File: src/rtl/mem_arb_pkg.sv
// Shared definitions for the two-requester memory arbiter.
// Latency: n/a (types and constants only).
// Backpressure: n/a.
// Contents: FSM state encoding, requester IDs, address width.
package mem_arb_pkg;

  typedef enum logic [1:0] {
    IDLE   = 2'b00,
    ACCESS = 2'b01,
    DONE   = 2'b10
  } state_t;

  localparam logic REQ_ID_CPU = 1'b0;  // requester 0: processor
  localparam logic REQ_ID_DMA = 1'b1;  // requester 1: DMA / peripheral

  localparam int ADDR_W = 8;

endpackage

File: src/rtl/mem_arbiter_if.sv
// Bus bundle between two requesters, the memory and the arbiter.
// Latency: n/a (wiring only).
// Backpressure: a requester holds REQx and its operands until GNTx pulses.
// Ports: REQx/RWx/ADDRx/WDATAx in, GNTx/DONEx out, RDATA out, ADDRESS/MEM_WDATA/
//        M_read/M_write out to memory, MEM_RDATA in from memory, BUSY out.
interface mem_arbiter_if #(
  parameter int DW = 8
);
  logic          REQ0, REQ1;
  logic          RW0, RW1;
  logic [7:0]    ADDR0, ADDR1;
  logic [DW-1:0] WDATA0, WDATA1;
  logic          GNT0, GNT1;
  logic          DONE0, DONE1;
  logic [DW-1:0] RDATA;
  logic [7:0]    ADDRESS;
  logic [DW-1:0] MEM_WDATA;
  logic [DW-1:0] MEM_RDATA;
  logic          M_read, M_write;
  logic          BUSY;

  // Arbiter side.
  modport slave (
    input  REQ0, REQ1, RW0, RW1, ADDR0, ADDR1, WDATA0, WDATA1, MEM_RDATA,
    output GNT0, GNT1, DONE0, DONE1, RDATA, ADDRESS, MEM_WDATA, M_read, M_write, BUSY
  );

  // Requesters plus memory model side.
  modport master (
    output REQ0, REQ1, RW0, RW1, ADDR0, ADDR1, WDATA0, WDATA1, MEM_RDATA,
    input  GNT0, GNT1, DONE0, DONE1, RDATA, ADDRESS, MEM_WDATA, M_read, M_write, BUSY
  );
endinterface

File: src/rtl/mem_arb_wait_cnt.sv
// Loadable 4-bit down-counter timing the memory access phase.
// Latency: last is combinational from the count register (high when count is 0).
// Backpressure: none; load wins over en, count stops at 0.
// Ports: clk, rst (sync, active-high), load/load_val, en, last.
module mem_arb_wait_cnt (
  input  logic       clk,
  input  logic       rst,
  input  logic       load,
  input  logic [3:0] load_val,
  input  logic       en,
  output logic       last
);

  logic [3:0] cnt;

  always_ff @(posedge clk) begin
    if (rst) begin
      cnt <= 4'd0;
    end else if (load) begin
      cnt <= load_val;
    end else if (en && (cnt != 4'd0)) begin
      cnt <= cnt - 4'd1;
    end
  end

  assign last = (cnt == 4'd0);

endmodule

File: src/rtl/mem_arbiter.sv
// Two-requester memory arbiter: IDLE -> ACCESS (WAIT_CYCLES) -> DONE, registered outputs.
// Latency: REQ seen at edge k -> GNT in cycle k+1, DONE in cycle k+WAIT_CYCLES+1.
// Backpressure: requests are held by the requester until GNT; new ones wait in IDLE.
// Ports: clk, rst (sync, active-high), bus (mem_arbiter_if.slave).
// Params: WAIT_CYCLES (1..15), DW (data width).
// Macro MEM_ARB_FIXED_PRIO_EN: defined -> requester 0 always wins ties;
//                              undefined -> round-robin, favouring requester 0 after reset.
module mem_arbiter
  import mem_arb_pkg::*;
#(
  parameter int WAIT_CYCLES = 1,
  parameter int DW          = 8
) (
  input logic          clk,
  input logic          rst,
  mem_arbiter_if.slave bus
);

  localparam logic [3:0] CNT_INIT = 4'(WAIT_CYCLES - 1);

  state_t              state, state_nxt;
  logic                win_q, win_d;     // requester owning the current transfer
  logic                rd_q, rd_d;
  logic                wr_q, wr_d;
  logic [ADDR_W-1:0]   addr_q, addr_d;
  logic [DW-1:0]       wdat_q, wdat_d;
  logic [DW-1:0]       rdata_q, rdata_d;
  logic                gnt0_q, gnt0_d, gnt1_q, gnt1_d;
  logic                done0_q, done0_d, done1_q, done1_d;
  logic                busy_q, busy_d;
  logic                cnt_load, cnt_en, cnt_last;
  logic                any_req;
  logic                pick;
  logic                sel_rw;
  logic [ADDR_W-1:0]   sel_addr;
  logic [DW-1:0]       sel_wdata;

  assign any_req = bus.REQ0 | bus.REQ1;

`ifdef MEM_ARB_FIXED_PRIO_EN
  assign pick = bus.REQ0 ? REQ_ID_CPU : REQ_ID_DMA;
`else
  // Remembers who won last; a tie goes to the other requester.
  // Reset value DMA makes the first tie go to the CPU.
  logic last_gnt;

  always_ff @(posedge clk) begin
    if (rst) begin
      last_gnt <= REQ_ID_DMA;
    end else if ((state == IDLE) && any_req) begin
      last_gnt <= pick;
    end
  end

  assign pick = (bus.REQ0 && bus.REQ1) ? ~last_gnt :
                (bus.REQ1 ? REQ_ID_DMA : REQ_ID_CPU);
`endif

  assign sel_rw    = (pick == REQ_ID_DMA) ? bus.RW1    : bus.RW0;
  assign sel_addr  = (pick == REQ_ID_DMA) ? bus.ADDR1  : bus.ADDR0;
  assign sel_wdata = (pick == REQ_ID_DMA) ? bus.WDATA1 : bus.WDATA0;

  mem_arb_wait_cnt u_wait_cnt (
    .clk      (clk),
    .rst      (rst),
    .load     (cnt_load),
    .load_val (CNT_INIT),
    .en       (cnt_en),
    .last     (cnt_last)
  );

  // Next-state and next-output logic; every output is a register loaded from here,
  // so strobes are set on entry to ACCESS and cleared on the edge leaving it.
  always_comb begin
    state_nxt = state;
    win_d     = win_q;
    rd_d      = rd_q;
    wr_d      = wr_q;
    addr_d    = addr_q;
    wdat_d    = wdat_q;
    rdata_d   = rdata_q;
    gnt0_d    = 1'b0;
    gnt1_d    = 1'b0;
    done0_d   = 1'b0;
    done1_d   = 1'b0;
    cnt_load  = 1'b0;
    cnt_en    = 1'b0;
    case (state)
      IDLE: begin
        if (any_req) begin
          state_nxt = ACCESS;
          win_d     = pick;
          cnt_load  = 1'b1;
          gnt0_d    = (pick == REQ_ID_CPU);
          gnt1_d    = (pick == REQ_ID_DMA);
          rd_d      = ~sel_rw;
          wr_d      = sel_rw;
          addr_d    = sel_addr;
          wdat_d    = sel_wdata;
        end
      end
      ACCESS: begin
        if (cnt_last) begin
          state_nxt = DONE;
          rd_d      = 1'b0;
          wr_d      = 1'b0;
          if (rd_q) begin
            rdata_d = bus.MEM_RDATA;
          end
          done0_d   = (win_q == REQ_ID_CPU);
          done1_d   = (win_q == REQ_ID_DMA);
        end else begin
          cnt_en = 1'b1;
        end
      end
      DONE: begin
        state_nxt = IDLE;
      end
      default: begin
        state_nxt = IDLE;
        rd_d      = 1'b0;
        wr_d      = 1'b0;
      end
    endcase
    busy_d = (state_nxt != IDLE);
  end

  always_ff @(posedge clk) begin
    if (rst) begin
      state   <= IDLE;
      win_q   <= REQ_ID_CPU;
      rd_q    <= 1'b0;
      wr_q    <= 1'b0;
      addr_q  <= '0;
      wdat_q  <= '0;
      rdata_q <= '0;
      gnt0_q  <= 1'b0;
      gnt1_q  <= 1'b0;
      done0_q <= 1'b0;
      done1_q <= 1'b0;
      busy_q  <= 1'b0;
    end else begin
      state   <= state_nxt;
      win_q   <= win_d;
      rd_q    <= rd_d;
      wr_q    <= wr_d;
      addr_q  <= addr_d;
      wdat_q  <= wdat_d;
      rdata_q <= rdata_d;
      gnt0_q  <= gnt0_d;
      gnt1_q  <= gnt1_d;
      done0_q <= done0_d;
      done1_q <= done1_d;
      busy_q  <= busy_d;
    end
  end

  assign bus.GNT0      = gnt0_q;
  assign bus.GNT1      = gnt1_q;
  assign bus.DONE0     = done0_q;
  assign bus.DONE1     = done1_q;
  assign bus.RDATA     = rdata_q;
  assign bus.ADDRESS   = addr_q;
  assign bus.MEM_WDATA = wdat_q;
  assign bus.M_read    = rd_q;
  assign bus.M_write   = wr_q;
  assign bus.BUSY      = busy_q;

endmodule
File: src/flat_wrapper.sv
// flat-port wrapper written by rule: the top's interface ports become plain ports
module mem_arbiter_flat import mem_arb_pkg::*;
#(
  parameter int WAIT_CYCLES = 1,
  parameter int DW          = 8
)
  (clk, rst, bus_REQ0, bus_REQ1, bus_RW0, bus_RW1, bus_ADDR0, bus_ADDR1, bus_WDATA0, bus_WDATA1, bus_MEM_RDATA, bus_GNT0, bus_GNT1, bus_DONE0, bus_DONE1, bus_RDATA, bus_ADDRESS, bus_MEM_WDATA, bus_M_read, bus_M_write, bus_BUSY);
  mem_arbiter_if #(.DW(DW)) bus_i ();
  input logic clk;
  input logic rst;
  input wire logic [$bits(bus_i.REQ0)-1:0] bus_REQ0;
  input wire logic [$bits(bus_i.REQ1)-1:0] bus_REQ1;
  input wire logic [$bits(bus_i.RW0)-1:0] bus_RW0;
  input wire logic [$bits(bus_i.RW1)-1:0] bus_RW1;
  input wire logic [$bits(bus_i.ADDR0)-1:0] bus_ADDR0;
  input wire logic [$bits(bus_i.ADDR1)-1:0] bus_ADDR1;
  input wire logic [$bits(bus_i.WDATA0)-1:0] bus_WDATA0;
  input wire logic [$bits(bus_i.WDATA1)-1:0] bus_WDATA1;
  input wire logic [$bits(bus_i.MEM_RDATA)-1:0] bus_MEM_RDATA;
  output wire logic [$bits(bus_i.GNT0)-1:0] bus_GNT0;
  output wire logic [$bits(bus_i.GNT1)-1:0] bus_GNT1;
  output wire logic [$bits(bus_i.DONE0)-1:0] bus_DONE0;
  output wire logic [$bits(bus_i.DONE1)-1:0] bus_DONE1;
  output wire logic [$bits(bus_i.RDATA)-1:0] bus_RDATA;
  output wire logic [$bits(bus_i.ADDRESS)-1:0] bus_ADDRESS;
  output wire logic [$bits(bus_i.MEM_WDATA)-1:0] bus_MEM_WDATA;
  output wire logic [$bits(bus_i.M_read)-1:0] bus_M_read;
  output wire logic [$bits(bus_i.M_write)-1:0] bus_M_write;
  output wire logic [$bits(bus_i.BUSY)-1:0] bus_BUSY;
  assign bus_i.REQ0 = bus_REQ0;
  assign bus_i.REQ1 = bus_REQ1;
  assign bus_i.RW0 = bus_RW0;
  assign bus_i.RW1 = bus_RW1;
  assign bus_i.ADDR0 = bus_ADDR0;
  assign bus_i.ADDR1 = bus_ADDR1;
  assign bus_i.WDATA0 = bus_WDATA0;
  assign bus_i.WDATA1 = bus_WDATA1;
  assign bus_i.MEM_RDATA = bus_MEM_RDATA;
  assign bus_GNT0 = bus_i.GNT0;
  assign bus_GNT1 = bus_i.GNT1;
  assign bus_DONE0 = bus_i.DONE0;
  assign bus_DONE1 = bus_i.DONE1;
  assign bus_RDATA = bus_i.RDATA;
  assign bus_ADDRESS = bus_i.ADDRESS;
  assign bus_MEM_WDATA = bus_i.MEM_WDATA;
  assign bus_M_read = bus_i.M_read;
  assign bus_M_write = bus_i.M_write;
  assign bus_BUSY = bus_i.BUSY;
  mem_arbiter #(.WAIT_CYCLES(WAIT_CYCLES), .DW(DW)) u_core (.clk(clk), .rst(rst), .bus(bus_i));
endmodule
File: config.mk
export PLATFORM = sky130hd
export DESIGN_NAME = mem_arbiter_flat
export DESIGN_NICKNAME = d
export VERILOG_FILES = /design/src/rtl/mem_arb_pkg.sv /design/src/rtl/mem_arbiter_if.sv /design/src/rtl/mem_arb_wait_cnt.sv /design/src/rtl/mem_arbiter.sv /design/src/flat_wrapper.sv
export SDC_FILE = /design/constraint.sdc
export NUM_CORES = 1
export LEC_CHECK = 0
export CAP_MARGIN = 25
export CORE_ASPECT_RATIO = 1.25
export CORE_MARGIN = 4
export CORE_UTILIZATION = 45
export CTS_BUF_LIST = sky130_fd_sc_hd__clkbuf_16
export CTS_CLUSTER_DIAMETER = 120
export DETAILED_ROUTE_END_ITERATION = 12
export PLACE_DENSITY = 0.84
export SYNTH_ARGS = -nofsm -noshare
export SYNTH_HDL_FRONTEND = slang
export SYNTH_HIERARCHICAL = 1
export SYNTH_SLANG_ARGS = --single-unit
File: constraint.sdc
create_clock -name clk -period 5 [get_ports clk]
set_input_delay 1 -clock clk [delete_from_list [all_inputs] [get_ports clk]]
set_output_delay 1 -clock clk [all_outputs]
set_load 0.02 [all_outputs]
==> reports/metrics.cfg <==
[cts]
tritoncts_clock_tree = yes
clk-insertion-delay-late_ps = 280
cts_hold_buffers = 0
cts_setup_buffers = 0
cts_num_sinks = 39
cts.path.max_buffers = 2
tritoncts.num_buffers = 5
clock_tree.htree_level_count = 2
cts_repair_resize_count = 0
clockRootBuffer = sky130_fd_sc_hd__clkbuf_16
clkTransAtPathRegs_ps = 60

[detailed_routing]
top_metal_used = met4
route.layer.met1.wl_um = 1720
via_per_inst = 5.19
detail_route.wl_per_cell_um = 13.7
met2RoutedLength_um = 2290
wl_met3_um = 355
totalWireLength_um = 4450
antenna_violating_nets_post_route = 0
drtIter0Drc = 26
detailedRoute.firstPassIterationCount = 5
dr_total_vias = 1692
drcViolationCount = 0

[floorplanning]
height_of_the_die_um = 79.9
ios = 77
design.die.area_um2 = 5230
die_width_um = 65.5
placement_rows = 25
core-area_um2 = 3880
initial_core_util = 0.480

[run]
drv.max_cap_violation_count = 0

[placed_design]
placedCellCount = 318
number_of_i_o_port_buffers = 76
place.gp.congestion = 0.762
detailed_place_hpwl_um = 3210
detailed_place.area_um2 = 2550

[min_path]
min_path_type = reg -> reg

[grt]
grt.overflow.total = 0
first_global_vias = 1693
wire_length_of_the_first_global_routing_pass_um = 7370
antenna_found_initial = 0
largest_net_degree_at_the_start_of_global_routing = 40
grt_usage = 0.179

[yosys]
synthesis.area_um2 = 1860
yosysSeqAreaShare = 0.420
synth_area_per_cell_um2 = 9.40
yosys_warnings = 6
yosysUniqueCellTypes = 42
synth_seq_cells = 39
post_synth_inst_count = 198
synth-edff-count = 0
asyncSetResetFlopFracSynth = 0
postSynth.topFlopCell = sky130_fd_sc_hd__dfxtp_1

[power_and_ir_drop]
leakage_nw = 1.01
vdd_drop_max_mv = 0.199
power_per_cell_area_nw_per_um2 = 368

[cells_and_area]
finish.instance_area_um2 = 2720
number_of_diodes = 0
fill_cells = 326
layoutNonFillerInstCount = 326
layout.nets = 318
drive_gt1_frac = 0.0956
layout-area-overhead-vs-synth_pct = 46.2

[setup_path]
path_delay_family = compound AO/OA/AOI/OAI gates
critical-path-slowest-cell = sky130_fd_sc_hd__o21ba_1
timing_worst_setup_path_type = in -> reg
crit_path_max_fanout = 20
arrival_ps = 3020
cp_startpoint_kind = primary input
cells_along_the_critical_path = clkdlybuf4s50_1 > o21ba_1 > nand2_8 > inv_8 > nor3_1 > a311o_1
worstPathRequired_ps = 5170
crit_path_end_kind = flip-flop
cp_num_buf_inv = 2
cp_slowest_stage_delay_ps = 690

[sta]
number_of_failing_setup_endpoints_in_the_final_timing_report = 0
setup_total_negative_slack_ps = 0
slew_headroom = 0.454
maximum_clock_rate_mhz = 350
final.setup_skew_ps = 5.27
whs_ps = 437
timing.final.crit_period_ps = 2860
final.period_utilization = 0.571
setup_repair_after_global_routing_missed_its_margin = no
timing.final.max_slew_violations = 0
slew_at_the_pin_with_the_worst_max_slew_slack_ps = 819
hold_viol = 0

[outcome]
status = complete, no violations

## layout by cell type, fill, tap and decap left out, drive strengths merged, types with 2 or more instances in the layout
| master | Yosys | layout |
|---|---|---|
| conb | 1 | 4 |
| nand4b | 2 | 2 |
| dfxtp | 39 | 39 |
| o21ai | 4 | 4 |
| a21oi | 27 | 27 |
| a311oi | 18 | 18 |
| clkdlybuf4s50 | 0 | 75 |
| clkbuf | 7 | 5 |
| nand3 | 3 | 3 |
| bufinv | 1 | 2 |
| or3b | 2 | 2 |
| inv | 7 | 7 |
| mux2i | 2 | 2 |
| nand2 | 52 | 52 |
| nor2 | 5 | 5 |
| nor3 | 4 | 4 |
| clkinv | 0 | 2 |
## area by class of cell
| class | instances | area (µm²) | area share |
|---|---|---|---|
| Timing Repair Buffer | 76 | 756 | 0.278 |
| Multi-Input combinational cell | 141 | 896 | 0.329 |
| Sequential cell | 39 | 781 | 0.287 |
| Tap cell | 54 | 67.6 | 0.0248 |
| Clock inverter | 3 | 43.8 | 0.0161 |
| Inverter | 8 | 51.3 | 0.0189 |
| Clock buffer | 5 | 125 | 0.0460 |
## stage by stage
stage / util / total power, mW / worst slack (ps)
global placement: 0.658 / 0.646 / 1930
detailed placement: 0.658 / 0.652 / 1860
finish: 0.701 / 1.00 / 2140
CTS: 0.701 / 1.01 / 2160
global route: 0.701 / 1.05 / 2050
floorplan: - / 0.557 / 2870
## final timing paths
path | slack (ps) | cells past startpoint | from | endpoint
worst min-delay path | 440 | 1 | u_core/win_q | u_core/bus.DONE0
worst max register to register | 2520 | 9 | u_core/u_wait_cnt/cnt[0] | u_core/u_wait_cnt/cnt[3]
worst min register to register | 440 | 1 | u_core/win_q | u_core/bus.DONE0
worst max-delay path | 2140 | 6 | bus_REQ0 | u_core/u_wait_cnt/cnt[1]
## flip-flops by register name, indices dropped and copies added, names as in the netlist, 2 cells and up
signal                 count
u_core/state               2
u_core/bus.MEM_WDATA       8
u_core/bus.RDATA           8
u_core/u_wait_cnt/cnt      4
u_core/bus.ADDRESS         8
## kinds of logic after synthesis
kind of cell	share of synthesized area
muxes	0.0108
buffers and inverters	0.105
other	0.00202
AOI/OAI and AO/OA	0.266
DFF	0.420
and+or+nand+nor	0.190
adders and majority gates	0.00672
## synthesized netlist by cell type (3+ instances only)
library cell               count  share of area
sky130_fd_sc_hd__a21oi_1      27          0.073
sky130_fd_sc_hd__a311oi_1      9          0.042
sky130_fd_sc_hd__a311oi_2      9          0.073
sky130_fd_sc_hd__buf_6         3          0.018
sky130_fd_sc_hd__clkbuf_8      5          0.037
sky130_fd_sc_hd__dfxtp_1      39           0.42
sky130_fd_sc_hd__inv_1         6          0.012
sky130_fd_sc_hd__nand2_1      51           0.10
sky130_fd_sc_hd__nand3_1       3         0.0081
sky130_fd_sc_hd__nor2_1        5          0.010
sky130_fd_sc_hd__nor3_1        4          0.011
sky130_fd_sc_hd__o21ai_0       4          0.011
## where the power goes
group	total [mW]	internal, mW	switching, mW
clock	0.356	0.235	0.121
sequential	0.371	0.346	0.0251
combinational	0.274	0.132	0.142
total	1.00	0.713	0.288
## per-layer routing
layer	vias to the layer above	global-route usage
met5	-	0
met4	0	0.0747
met3	7	0.0507
met2	72	0.327
met1	767	0.190
li1	846	-
(Power assumes the default switching activity.)
